$ cat config.mk
export PLATFORM = sky130hd
export DESIGN_NAME = intr_ctrl
export DESIGN_NICKNAME = d
export VERILOG_FILES = /design/src/rtl/intr_ctrl.sv
export SDC_FILE = /design/constraint.sdc
export NUM_CORES = 1
export LEC_CHECK = 0
export CELL_PAD_IN_SITES_DETAIL_PLACEMENT = 2
export CELL_PAD_IN_SITES_GLOBAL_PLACEMENT = 2
export CORE_UTILIZATION = 24
export CTS_CLUSTER_DIAMETER = 30
export DETAILED_ROUTE_END_ITERATION = 10
export GPL_TIMING_DRIVEN = 0
export PLACE_DENSITY_LB_ADDON = 0.08
export SKIP_LAST_GASP = 1
export SLEW_MARGIN = 30
export SYNTH_ARGS = -nofsm -noshare
export SYNTH_HDL_FRONTEND = slang
export SYNTH_SLANG_ARGS = --single-unit
$ cat constraint.sdc
create_clock -name clk -period 2.04 [get_ports clk]
set_input_delay 0.306 -clock clk [delete_from_list [all_inputs] [get_ports clk]]
set_output_delay 0.306 -clock clk [all_outputs]
set_load 0.01 [all_outputs]
$ cat src/rtl/intr_ctrl.sv
// Memory-mapped interrupt controller: synchronises rising-edge sources into a
// W1C status register, masks them into a registered CPU request, OCP-style slave.
module intr_ctrl #(
    parameter int NSRC = 8
) (
    input  logic            clk,
    input  logic            nrst,
    input  logic [NSRC-1:0] i_irq,
    output logic            o_intr,
    input  logic [31:0]     i_MAddr,
    input  logic [2:0]      i_MCmd,
    input  logic [31:0]     i_MData,
    input  logic [3:0]      i_MByteEn,
    output logic            o_SCmdAccept,
    output logic [31:0]     o_SData,
    output logic [1:0]      o_SResp
);

    localparam logic [2:0] CMD_IDLE  = 3'b000;
    localparam logic [2:0] CMD_WRITE = 3'b001;
    localparam logic [2:0] CMD_READ  = 3'b010;
    localparam logic [1:0] RESP_NULL = 2'b00;
    localparam logic [1:0] RESP_DVA  = 2'b01;
    localparam logic [1:0] RESP_ERR  = 2'b11;

    logic [NSRC-1:0] s1_r, s2_r, s3_r;
    logic [NSRC-1:0] ists_r, imask_r;
    logic            intr_r;
    logic [31:0]     sdata_r;
    logic [1:0]      sresp_r;

    logic            wr_s, rd_s, ok_s;
    logic [1:0]      sel_s;
    logic [31:0]     be_mask_s, wdata_m_s, rdata_s;
    logic [NSRC-1:0] wbits_s, edge_s, ists_clr_s, ists_nxt_s, imask_nxt_s;
    logic            unused_s;

    // Index of the lowest pending-and-enabled source, with "any" flag in bit 31.
    function automatic logic [31:0] ivec_f(input logic [NSRC-1:0] act);
        logic [4:0] idx;
        idx = 5'd0;
        for (int k = NSRC - 1; k >= 0; k--) begin
            if (act[k]) begin
                idx = 5'(k);
            end else begin
                idx = idx;
            end
        end
        ivec_f = {|act, 26'd0, idx};
    endfunction

    function automatic logic [31:0] ext_f(input logic [NSRC-1:0] v);
        ext_f = 32'(v);
    endfunction

    assign edge_s       = s2_r & ~s3_r;
    assign o_SCmdAccept = (i_MCmd != CMD_IDLE);
    assign o_intr       = intr_r;
    assign o_SData      = sdata_r;
    assign o_SResp      = sresp_r;
    assign unused_s     = ^{i_MAddr[31:4], i_MAddr[1:0], wdata_m_s};

    // Command decode, byte-lane masking and next-state of the software registers.
    always_comb begin
        wr_s        = (i_MCmd == CMD_WRITE);
        rd_s        = (i_MCmd == CMD_READ);
        ok_s        = wr_s | rd_s;
        sel_s       = i_MAddr[3:2];
        be_mask_s   = {{8{i_MByteEn[3]}}, {8{i_MByteEn[2]}},
                       {8{i_MByteEn[1]}}, {8{i_MByteEn[0]}}};
        wdata_m_s   = i_MData & be_mask_s;
        wbits_s     = wdata_m_s[NSRC-1:0];
        if (wr_s && (sel_s == 2'd0)) begin
            ists_clr_s = wbits_s;
        end else begin
            ists_clr_s = {NSRC{1'b0}};
        end
        // An edge arriving with a clear of the same bit keeps the bit set.
        ists_nxt_s  = edge_s | (ists_r & ~ists_clr_s);
        if (wr_s && (sel_s == 2'd1)) begin
            imask_nxt_s = (imask_r & ~be_mask_s[NSRC-1:0]) | wbits_s;
        end else begin
            imask_nxt_s = imask_r;
        end
    end

    // Read mux over pre-update register values.
    always_comb begin
        rdata_s = 32'd0;
        case (sel_s)
            2'd0:    rdata_s = ext_f(ists_r);
            2'd1:    rdata_s = ext_f(imask_r);
            2'd2:    rdata_s = ext_f(s2_r);
            2'd3:    rdata_s = ivec_f(ists_r & imask_r);
            default: rdata_s = 32'd0;
        endcase
    end

    // Three-flop synchroniser per interrupt line.
    always_ff @(posedge clk or negedge nrst) begin
        if (!nrst) begin
            s1_r <= {NSRC{1'b0}};
            s2_r <= {NSRC{1'b0}};
            s3_r <= {NSRC{1'b0}};
        end else begin
            s1_r <= i_irq;
            s2_r <= s1_r;
            s3_r <= s2_r;
        end
    end

    // Status, mask and the CPU request line.
    always_ff @(posedge clk or negedge nrst) begin
        if (!nrst) begin
            ists_r  <= {NSRC{1'b0}};
            imask_r <= {NSRC{1'b0}};
            intr_r  <= 1'b0;
        end else begin
            ists_r  <= ists_nxt_s;
            imask_r <= imask_nxt_s;
            intr_r  <= |(ists_r & imask_r);
        end
    end

    // One-cycle registered bus response.
    always_ff @(posedge clk or negedge nrst) begin
        if (!nrst) begin
            sresp_r <= RESP_NULL;
            sdata_r <= 32'd0;
        end else begin
            if (i_MCmd == CMD_IDLE) begin
                sresp_r <= RESP_NULL;
            end else if (ok_s) begin
                sresp_r <= RESP_DVA;
            end else begin
                sresp_r <= RESP_ERR;
            end
            sdata_r <= rd_s ? rdata_s : 32'd0;
        end
    end

endmodule

Yosys cells after proc, flatten, opt, wreduce, memory -nomap -nowiden --
Cells that the tools add are included.
Cells by class: mux-type cells 13, bitwise logic cells 11, reductions and logical operators 6, equal/unequal tests 5
Operators by type and width (number):
- $pmux W32 S4 | 1
- $and A8 B8 Y8 | 5
- $mux W5 | 7
- $mux W32 | 1
- $not A8 Y8 | 3
- $or A8 B8 Y8 | 2
- $mux W8 | 1
- $reduce_or A8 Y1 | 1
- $eq A2 B2 Y1 const B | 2
- $mux W2 | 2
- $eq A3 B1 Y1 const B | 1
- $eq A3 B2 Y1 const B | 1
- $logic_not A3 Y1 | 1
- $mux W3 | 1
- $reduce_bool A3 Y1 | 1
- $eq A2 B1 Y1 const B | 1
- $logic_and A1 B1 Y1 | 2
- $logic_not A2 Y1 | 1
- $or A1 B1 Y1 | 1
Word-level totals: output and inout bits 36, register bits after elaboration 75, word-level logic and storage cells 43, input port bits 81

Logic depth before layout (Yosys ltp) --
Gate-level depths: netlist of the first run.
depth in word-level cells 11, mapped depth 6, depth with buffers taken out 4

Worst setup path after synthesis of the first run --
No wires, ideal clock.
path type input port to flip-flop, from input port i_MAddr[2], to register (tool-made name), path buffers 2, setup time 0.125 ns, slack 0.648 ns, required time 1.915 ns, stages 5, arrival time 1.267 ns, cell sequence buf_4 > inv_1 > or3_1 > buf_6 > mux2_4
RTL lines:
- start, declared | RTL line 10 | input logic [31:0] i_MAddr,

Worst setup path after layout of the first run --
from input port i_MCmd[1], to output port o_SCmdAccept
Between the ends: word-level cells in the longest chain between the ends 1
Ends and longest elaborated chain:
- start, declared | RTL line 11 | input logic [2:0] i_MCmd,
- $reduce_bool A3 Y1 | RTL line 57 | assign o_SCmdAccept = (i_MCmd != CMD_IDLE);
- end, declared | RTL line 14 | output logic o_SCmdAccept,
Every way passes these cells.

==> run_results.csv, run 1 <==
group,metric,value,unit
outcome,status,"finished, final reports clean",
global_route,grt_overflow,0,
clocking,cts_resized,0,
critical_path,cp_max_fo,4,
placed_design,dp_cells,343,
yosys,synth_top_family_by_area,"buffers and inverters",
cells_and_area,antenna_cells,0,
global_route,grt_pass1_wl,7840,um
placed_design,numPortBuffers,35,
sta,worstMarginPinSlew,0.762,ns
yosys,avgSynthCellArea,12.1,um2
drt,drcViolationCount,0,
clocking,cts_sinks,52,
critical_path,cp-endpoint,"o_SCmdAccept",
yosys,syn_inst,177,
drt,vias,1470,
critical_path,path_cells,"clkdlybuf4s50_1 > or3_1 > clkdlybuf4s50_1",
critical_path,worstSetupPathType,"in2out",
yosys,synthSimpleGateAreaFrac,0.0923,
sta,tns,0,ns
global_route,grt_max_degree,39,
floorplan,die_y,96.4,um
pwr,leakage,0.00134,uW
yosys,async_flop_share,1.00,
pwr,finalPower,2110,uW
yosys,yosysUniqueCellTypes,31,
global_route,antenna_found_initial,0,
cells_and_area,syn2layout_area_growth,32.0,%
drt,drtIter0Drc,24,
critical_path,cpMaxStageDelayCell,"clkdlybuf4s50_1",
floorplan,start_util,0.247,
yosys,synth_enable_flop_cells,0,
critical_path,cp-start-kind,"input port",
sta,drv_slew,0,
floorplan,io-pin-count,117,
critical_path,crit_buf_inv,2,
yosys,ys_ff_latch,52,
global_route,grt_usage,0.117,
cells_and_area,final_nets,324,
yosys,syn-cell-area,2140,um2
pwr,ir_drop,0.000266,V
pwr,power_density,746,nW/um2
cells_and_area,layout.cells.non_filler,352,
sta,final.setup_skew,0.0133,ns
placed_design,dp_hpwl,3510,um
floorplan,die_area,9300,um2
clocking,cts_tree,"built",
clocking,root_buffer,"clkbuf_8",
critical_path,endpoint_kind,"primary output",
sta,hold_viol,0,
clocking,holdBufCountCts,1,
drt,viasPerCell,4.18,
critical_path,cp.arrival,1.68,ns
sta,rsz0062_at_grt,"no",
drt,finalWirelength,4930,um
drt,wire_per_inst,14.0,um
critical_path,startpoint,"i_MCmd[1]",
placed_design,gp_congestion,0.651,
yosys,synthAdderAreaFrac,0,
sta,period_share,0.973,
cells_and_area,drive_above_1_share,0.180,
sta,fmax,0.504,GHz
critical_path,crit_top_cell,"clkdlybuf4s50_1",
yosys,synth_xor_area_frac,0,
clocking,cts.path.max_buffers,2,
yosys,synth_warnings,0,
clocking,clk-insertion-delay-late,0.32,ns
sta,post-route-min-period,1.98,ns
yosys,ys_seq_area_frac,0.608,
floorplan,die_w,96.4,um
clocking,numCtsBuffers,5,
critical_path,cpPeakStageDelay,0.49,ns
sta,whs,0.347,ns
critical_path,ff2ff_setup_slack,0.53,ns
critical_path,required,1.73,ns
global_route,met3_usage,0.0368,
clocking,post_cts_buffers,0,
floorplan,fp.coreArea,8680,um2
critical_path,rr_endpoint,"o_SData[31]",
clocking,clkTransAtPathRegs,0.09,ns
global_route,grt_use_met1,0.144,
global_route,globalRouteMet2Util,0.192,
global_route,top_usage_layer,"met2",
flow_run,drv_cap,0,
cells_and_area,fillers,940,
yosys,synth_ff_type,"dfrtp_1",
worst_hold_path,holdCritPathClass,"in2reg",
sta,setup_viol,0,
yosys,synth-compound-area-share,0.0964,
global_route,grt_pass1_vias,1544,
clocking,htree_levels,2,
drt,drtPass1Iterations,4,
critical_path,cp_num_cells,3,
critical_path,path_delay_family,"buffers and inverters",
yosys,muxShareOfSynthArea,0.0888,
critical_path,r2r-start,"ists_r[5]",
drt,ant_nets,0,
critical_path,r2r_cells,4,
floorplan,rows,34,
sta,maxSlewHeadroom,0.489,
## per-layer routing
metal | vias up | part of all wire
met3 | 7 | 0.062
met4 | 0 | 0.013
met2 | 46 | 0.47
met1 | 736 | 0.46
met5 | - | 0
li1 | 681 | -
## Yosys cell counts (all sizes together) (3+ instances only)
master | number | area, um2
mux2 | 8 | 120
a22o | 9 | 78.8
buf | 26 | 196
a21oi | 9 | 45.0
nand2 | 13 | 48.8
mux2i | 7 | 70.1
nor3 | 4 | 25.0
dfrtp | 52 | 1300
nor2 | 15 | 56.3
inv | 11 | 41.3
or3 | 3 | 18.8
## cell usage in the layout, fill, tap and decap left out, types with 8 or more instances in the layout
cell and instances:
buf_4 25, nor2_1 15, inv_1 11, dfrtp_1 52, a22o_1 9, conb_1 23
mux2_4 8, clkdlybuf4s50_1 34, nand2_1 13, a21oi_1 9
## worst min-delay path by stage
stage / from / slack [ns] / endpoint / depth (start not counted)
2_1_floorplan: nrst / 0.01 / asynchronous set/reset pin / 0
3_3_place_gp: s1_r[6] / 0.33 / s2_r[6] / 0
3_5_place_dp: nrst / 0.18 / o_SResp[1] / 1
4_1_cts: i_MAddr[2] / 0.35 / o_SData[31] / 3
5_1_grt: i_MAddr[2] / 0.36 / o_SData[31] / 3
6_report: i_MAddr[2] / 0.35 / o_SData[31] / 3
## tightest hold or removal path: cells and delay by family
family,cells,cell delay [ns]
and+or+nand+nor,2,0.17
buffers and inverters,1,0.15
## power by group
group | leakage [uW] | switching [uW] | internal (uW)
Sequential | 0.000607 | 54.8 | 1100
Combinational | 0.000692 | 156 | 198
Clock | 0.0000414 | 355 | 245
## per-stage QoR
stage / util / worst slack (ns) / instance area, um2
final: 0.326 / 0.0553 / 2830
after global routing: 0.326 / 0.00449 / 2830
after CTS: 0.326 / 0.0473 / 2830
after detailed placement: 0.314 / -0.0919 / 2730
after global placement: 0.312 / -1.04 / 2710
after floorplan: - / 0.648 / 2220
## layout make-up
cell class | instances | area [um2] | share of cell area
Timing Repair Buffer | 37 | 378 | 0.134
Tap cell | 108 | 135 | 0.0478
Inverter | 11 | 41.3 | 0.0146
Multi-Input combinational cell | 109 | 681 | 0.241
Clock buffer | 6 | 72.6 | 0.0257
Sequential cell | 52 | 1300 | 0.461
Clock inverter | 2 | 16.3 | 0.00576
Buffer | 27 | 200 | 0.0709
## cells by family (layout without fill, tap and decap cells)
family,Yosys count,after routing
flip-flops,52,52
AND/OR/NAND/NOR,42,42
buffers and inverters,38,83
AO/OA/AOI/OAI,29,29
multiplexers,15,15
other,1,23
No activity file was read; power rests on OpenSTA's default activity.
==> run 2, diff against run 1 <==
--- a/config.mk
+++ b/config.mk
@@ -7,7 +7,7 @@
 export LEC_CHECK = 0
 export CELL_PAD_IN_SITES_DETAIL_PLACEMENT = 2
 export CELL_PAD_IN_SITES_GLOBAL_PLACEMENT = 2
-export CORE_UTILIZATION = 24
+export CORE_UTILIZATION = 23
 export CTS_CLUSTER_DIAMETER = 30
 export DETAILED_ROUTE_END_ITERATION = 10
 export GPL_TIMING_DRIVEN = 0
==> constraint.sdc (replaced) <==
create_clock -name clk -period 2.15 [get_ports clk]
set_input_delay 0.3225 -clock clk [delete_from_list [all_inputs] [get_ports clk]]
set_output_delay 0.3225 -clock clk [all_outputs]
set_load 0.01 [all_outputs]
==> run 2 against run 1 <==
  * The run now ends with DRC left
  * Highest routed layer unchanged
  * Critical endpoint unchanged
  * Hold slack improved by 0.0099 ns
  * Critical path type unchanged
  * Design area grew 0.13%
  * Utilization is 0.58 points lower
  * Cell count unchanged
==> run_results.csv, run 2 (synthesized netlist as in run 1, its figures left out) <==
group,metric,value,unit
cells_and_area,fillers,994,
drt,ant_nets,0,
sta,fmax,0.503,GHz
floorplan,rows,34,
critical_path,crit_buf_inv,2,
critical_path,endpoint_kind,"primary output",
critical_path,r2r_cells,4,
cells_and_area,syn2layout_area_growth,32.1,%
sta,rsz0062_at_grt,"no",
sta,setup_viol,0,
critical_path,cpPeakStageDelay,0.49,ns
critical_path,cpMaxStageDelayCell,"clkdlybuf4s50_1",
critical_path,cp_max_fo,4,
floorplan,die_y,98.5,um
critical_path,cp_num_cells,3,
drt,wire_per_inst,14.5,um
sta,post-route-min-period,1.99,ns
critical_path,path_cells,"clkdlybuf4s50_1 > or3_1 > clkdlybuf4s50_1",
global_route,grt_pass1_vias,1615,
floorplan,start_util,0.242,
placed_design,dp_hpwl,3700,um
sta,period_share,0.924,
placed_design,numPortBuffers,35,
cells_and_area,antenna_cells,0,
clocking,clk-insertion-delay-late,0.30,ns
drt,drtPass1Iterations,9,
critical_path,startpoint,"i_MCmd[1]",
clocking,cts.path.max_buffers,2,
drt,drtIter0Drc,34,
critical_path,r2r-start,"ists_r[5]",
sta,drv_slew,0,
critical_path,cp-start-kind,"input port",
sta,final.setup_skew,0.00558,ns
clocking,holdBufCountCts,1,
cells_and_area,final_cell_mix,"dfrtp_1 (52), clkdlybuf4s50_1 (34), buf_4 (25)",
global_route,grt_usage,0.117,
worst_hold_path,min_from,"s1_r[6]",
clocking,cts_sinks,52,
global_route,antenna_found_initial,0,
pwr,finalPower,2010,uW
clocking,cts_resized,0,
critical_path,crit_top_cell,"clkdlybuf4s50_1",
floorplan,io-pin-count,117,
floorplan,die_w,98.5,um
sta,worstMarginPinSlew,0.801,ns
placed_design,gp_congestion,0.664,
outcome,status,"complete, but fails checks",
clocking,post_cts_buffers,0,
sta,hold_viol,0,
global_route,grt_max_degree,28,
worst_hold_path,holdCritPathClass,"reg2reg",
flow_run,drv_cap,0,
cells_and_area,drive_above_1_share,0.184,
drt,finalWirelength,5100,um
drt,vias,1471,
outcome,violations,"DRC",
critical_path,worstSetupPathType,"in2out",
drt,drcViolationCount,2,
floorplan,fp.coreArea,8850,um2
pwr,leakage,0.00135,uW
critical_path,path_delay_family,"buffers and inverters",
global_route,grt_overflow,0,
clocking,cts_tree,"built",
pwr,ir_drop,0.000271,V
clocking,clkTransAtPathRegs,0.09,ns
worst_hold_path,hold_depth,0,
sta,maxSlewHeadroom,0.463,
global_route,grt_pass1_wl,8580,um
clocking,numCtsBuffers,5,
clocking,root_buffer,"clkbuf_8",
drt,viasPerCell,4.18,
floorplan,die_area,9700,um2
cells_and_area,final_common_cell,"dfrtp_1",
critical_path,ff2ff_setup_slack,0.62,ns
pwr,power_density,711,nW/um2
critical_path,cp.arrival,1.67,ns
sta,whs,0.357,ns
critical_path,required,1.83,ns
clocking,htree_levels,2,
cells_and_area,final_nets,324,
[run 2: metrics by stage]
stage	instance area, um2	TNS [ns]	instances	setup WS [ns]	util
after floorplan	2220	0	199	0.741	-
after global placement	2710	-50.12	342	-0.967	0.306
after detailed placement	2730	-0.0108	343	-0.00678	0.308
after CTS	2830	0	352	0.154	0.320
after global routing	2830	0	352	0.120	0.320
final	2830	0	352	0.162	0.320
[run 2: worst paths after layout]
kind	end
worst max-delay path	o_SCmdAccept
worst min-delay path	s2_r[6]
worst max register to register	o_SData[31]
worst min register to register	s2_r[6]
max in group asynchronous	o_SData[7]
min in group asynchronous	ists_r[0]
[run 2: final cells by class]
class | count | area, um2 | area share
sequential | 52 | 1300 | 0.460
multi-input combinational | 109 | 681 | 0.241
timing repair buffer | 37 | 378 | 0.134
buffer | 27 | 200 | 0.0708
tap | 108 | 135 | 0.0478
clock buffer | 6 | 82.6 | 0.0292
inverter | 11 | 41.3 | 0.0146
clock inverter | 2 | 10.0 | 0.00354
[run 2: routing by layer]
metal  track usage  part of all wire  vias to the layer above
met3        0.0234             0.035                        5
met4        0.0344             0.011                        0
met1         0.146              0.45                      753
li1              -                 -                      680
met2         0.204              0.51                       33
met5             0                 0                        -
[run 2: where the power goes]
group	total [uW]	internal [uW]	switching, uW
clock	574	258	316
combinational	341	188	153
sequential	1100	1040	52.0
[run 2: worst register-to-register path: cells and delay by family, from the launching register on]
family          cells  cell delay (ns)
simple gates        3             0.71
compound gates      1             0.26
flops               1             0.43
==> run 3, diff against run 2 <==
--- a/config.mk
+++ b/config.mk
@@ -11,7 +11,7 @@
 export CTS_CLUSTER_DIAMETER = 30
 export DETAILED_ROUTE_END_ITERATION = 10
 export GPL_TIMING_DRIVEN = 0
-export PLACE_DENSITY_LB_ADDON = 0.08
+export PLACE_DENSITY = 0.84
 export SKIP_LAST_GASP = 1
 export SLEW_MARGIN = 30
 export SYNTH_ARGS = -nofsm -noshare
==> constraint.sdc (replaced) <==
create_clock -name clk -period 2.15 [get_ports clk]
set_input_delay 0.43 -clock clk [delete_from_list [all_inputs] [get_ports clk]]
set_output_delay 0.43 -clock clk [all_outputs]
set_load 0.01 [all_outputs]
==> run 3 against run 2 <==
  * The flow still finishes with violations (DRC)
  * Count of clock-buffer cells in the layout is the same
  * Clock power grew 17%
  * Flip-flop and latch count is the same
  * Largest power group unchanged
  * Highest routed layer unchanged
==> run_results.csv, run 3 (synthesized netlist as in run 1, its figures left out) <==
group,metric,value,unit
placed_design,dp_cells,343,
critical_path,cp.arrival,1.59,ns
global_route,grt_max_degree,28,
pwr,power_density,744,nW/um2
drt,vias,1498,
sta,post-route-min-period,2.02,ns
outcome,status,"complete, but fails checks",
global_route,grt_usage,0.115,
critical_path,worstSetupPathType,"in2out",
clocking,cts_tree,"built",
sta,fmax,0.494,GHz
drt,met3_length,255,um
sta,setup_viol,0,
floorplan,die_w,98.5,um
cells_and_area,fillers,978,
drt,drtPass1Iterations,7,
critical_path,startpoint,"i_MCmd[1]",
critical_path,endpoint_kind,"primary output",
critical_path,cp_max_fo,4,
cells_and_area,layout.cells.non_filler,351,
global_route,grt_overflow,0,
sta,final.setup_skew,0.00499,ns
placed_design,placement.cell_area,2730,um2
clocking,post_cts_buffers,0,
pwr,leakage,0.00135,uW
critical_path,r2r_cells,4,
floorplan,fp.coreArea,8850,um2
clocking,cts_sinks,52,
sta,hold_viol,0,
clocking,numCtsBuffers,5,
sta,rsz0062_at_grt,"no",
global_route,grt_pass1_vias,1630,
critical_path,rr_endpoint,"o_SData[31]",
critical_path,cp-start-kind,"input port",
clocking,cts_resized,1,
clocking,cts.path.max_buffers,2,
outcome,violations,"DRC",
sta,maxSlewHeadroom,0.525,
floorplan,die_y,98.5,um
clocking,root_buffer,"clkbuf_8",
critical_path,cp-endpoint,"o_SCmdAccept",
sta,drv_slew,0,
clocking,htree_levels,2,
floorplan,rows,34,
drt,wl_met1,2240,um
cells_and_area,drive_above_1_share,0.181,
floorplan,die_area,9700,um2
placed_design,gp_congestion,0.802,
clocking,clk-insertion-delay-late,0.31,ns
drt,met2_length,2630,um
flow_run,drv_cap,0,
cells_and_area,final_nets,323,
critical_path,required,1.72,ns
floorplan,start_util,0.242,
cells_and_area,final_common_cell,"dfrtp_1",
drt,wire_per_inst,14.8,um
critical_path,ff2ff_setup_slack,0.63,ns
cells_and_area,antenna_cells,0,
drt,finalWirelength,5180,um
sta,period_share,0.941,
floorplan,io-pin-count,117,
pwr,ir_drop,0.000253,V
placed_design,numPortBuffers,35,
drt,drtIter0Drc,37,
clocking,holdBufCountCts,0,
placed_design,dp_hpwl,3830,um
drt,viasPerCell,4.27,
drt,routed.top_layer,"met4",
global_route,grt_pass1_wl,8450,um
drt,ant_nets,0,
cells_and_area,design_area,2830,um2
critical_path,r2r-start,"ists_r[5]",
worst_hold_path,holdCritPathClass,"in2async",
sta,tns,0,ns
drt,drcViolationCount,2,
cells_and_area,final_util,0.320,
sta,worstMarginPinSlew,0.708,ns
global_route,antenna_found_initial,0,
clocking,clkTransAtPathRegs,0.09,ns
cells_and_area,syn2layout_area_growth,32.3,%
cells_and_area,final_cell_mix,"dfrtp_1 (52), clkdlybuf4s50_1 (33), buf_4 (25)",
## run 3: critical path: stages
cell and delay, ns:
clkdlybuf4s50_1 0.46, or3_1 0.41, dlygate4sd2_1 0.30
## run 3: through the flow
stage | worst slack (ns) | power, uW | hold WS, ns
final | 0.127 | 2110 | 0.0270
after CTS | 0.115 | 2130 | 0.0376
after detailed placement | -0.108 | 1460 | 0.336
after global placement | -0.888 | 1430 | 0.333
after global routing | 0.0785 | 2200 | 0.0449
after floorplan | 0.634 | 1310 | 0.134
## run 3: per-layer routing
metal | global-route usage | up-vias
met5 | 0 | -
met4 | 0.0344 | 0
met3 | 0.0262 | 8
met2 | 0.201 | 45
met1 | 0.140 | 770
li1 | - | 675
## run 3: worst min path at each step
stage / slack, ns / startpoint / endpoint
floorplan: 0.13 / nrst / asynchronous set/reset pin
detailed placement: 0.34 / s1_r[1] / s2_r[1]
global route: 0.04 / nrst / o_SResp[1]
CTS: 0.04 / nrst / o_SResp[1]
global placement: 0.33 / s1_r[5] / s2_r[5]
finish: 0.03 / nrst / o_SResp[1]
## run 3: final cells by class
type,instances,area (um2),area share
sequential,52,1300,0.459
tap,108,135,0.0477
clock inverter,2,35.0,0.0124
buffer,27,200,0.0707
clock buffer,6,72.6,0.0256
multi-input combinational,109,681,0.240
timing repair buffer,36,367,0.129
inverter,11,41.3,0.0146
## run 3: power by group
part	total (uW)	internal [uW]	switching, uW
Sequential	1100	1040	55.4
Combinational	339	186	153
Clock	671	346	325
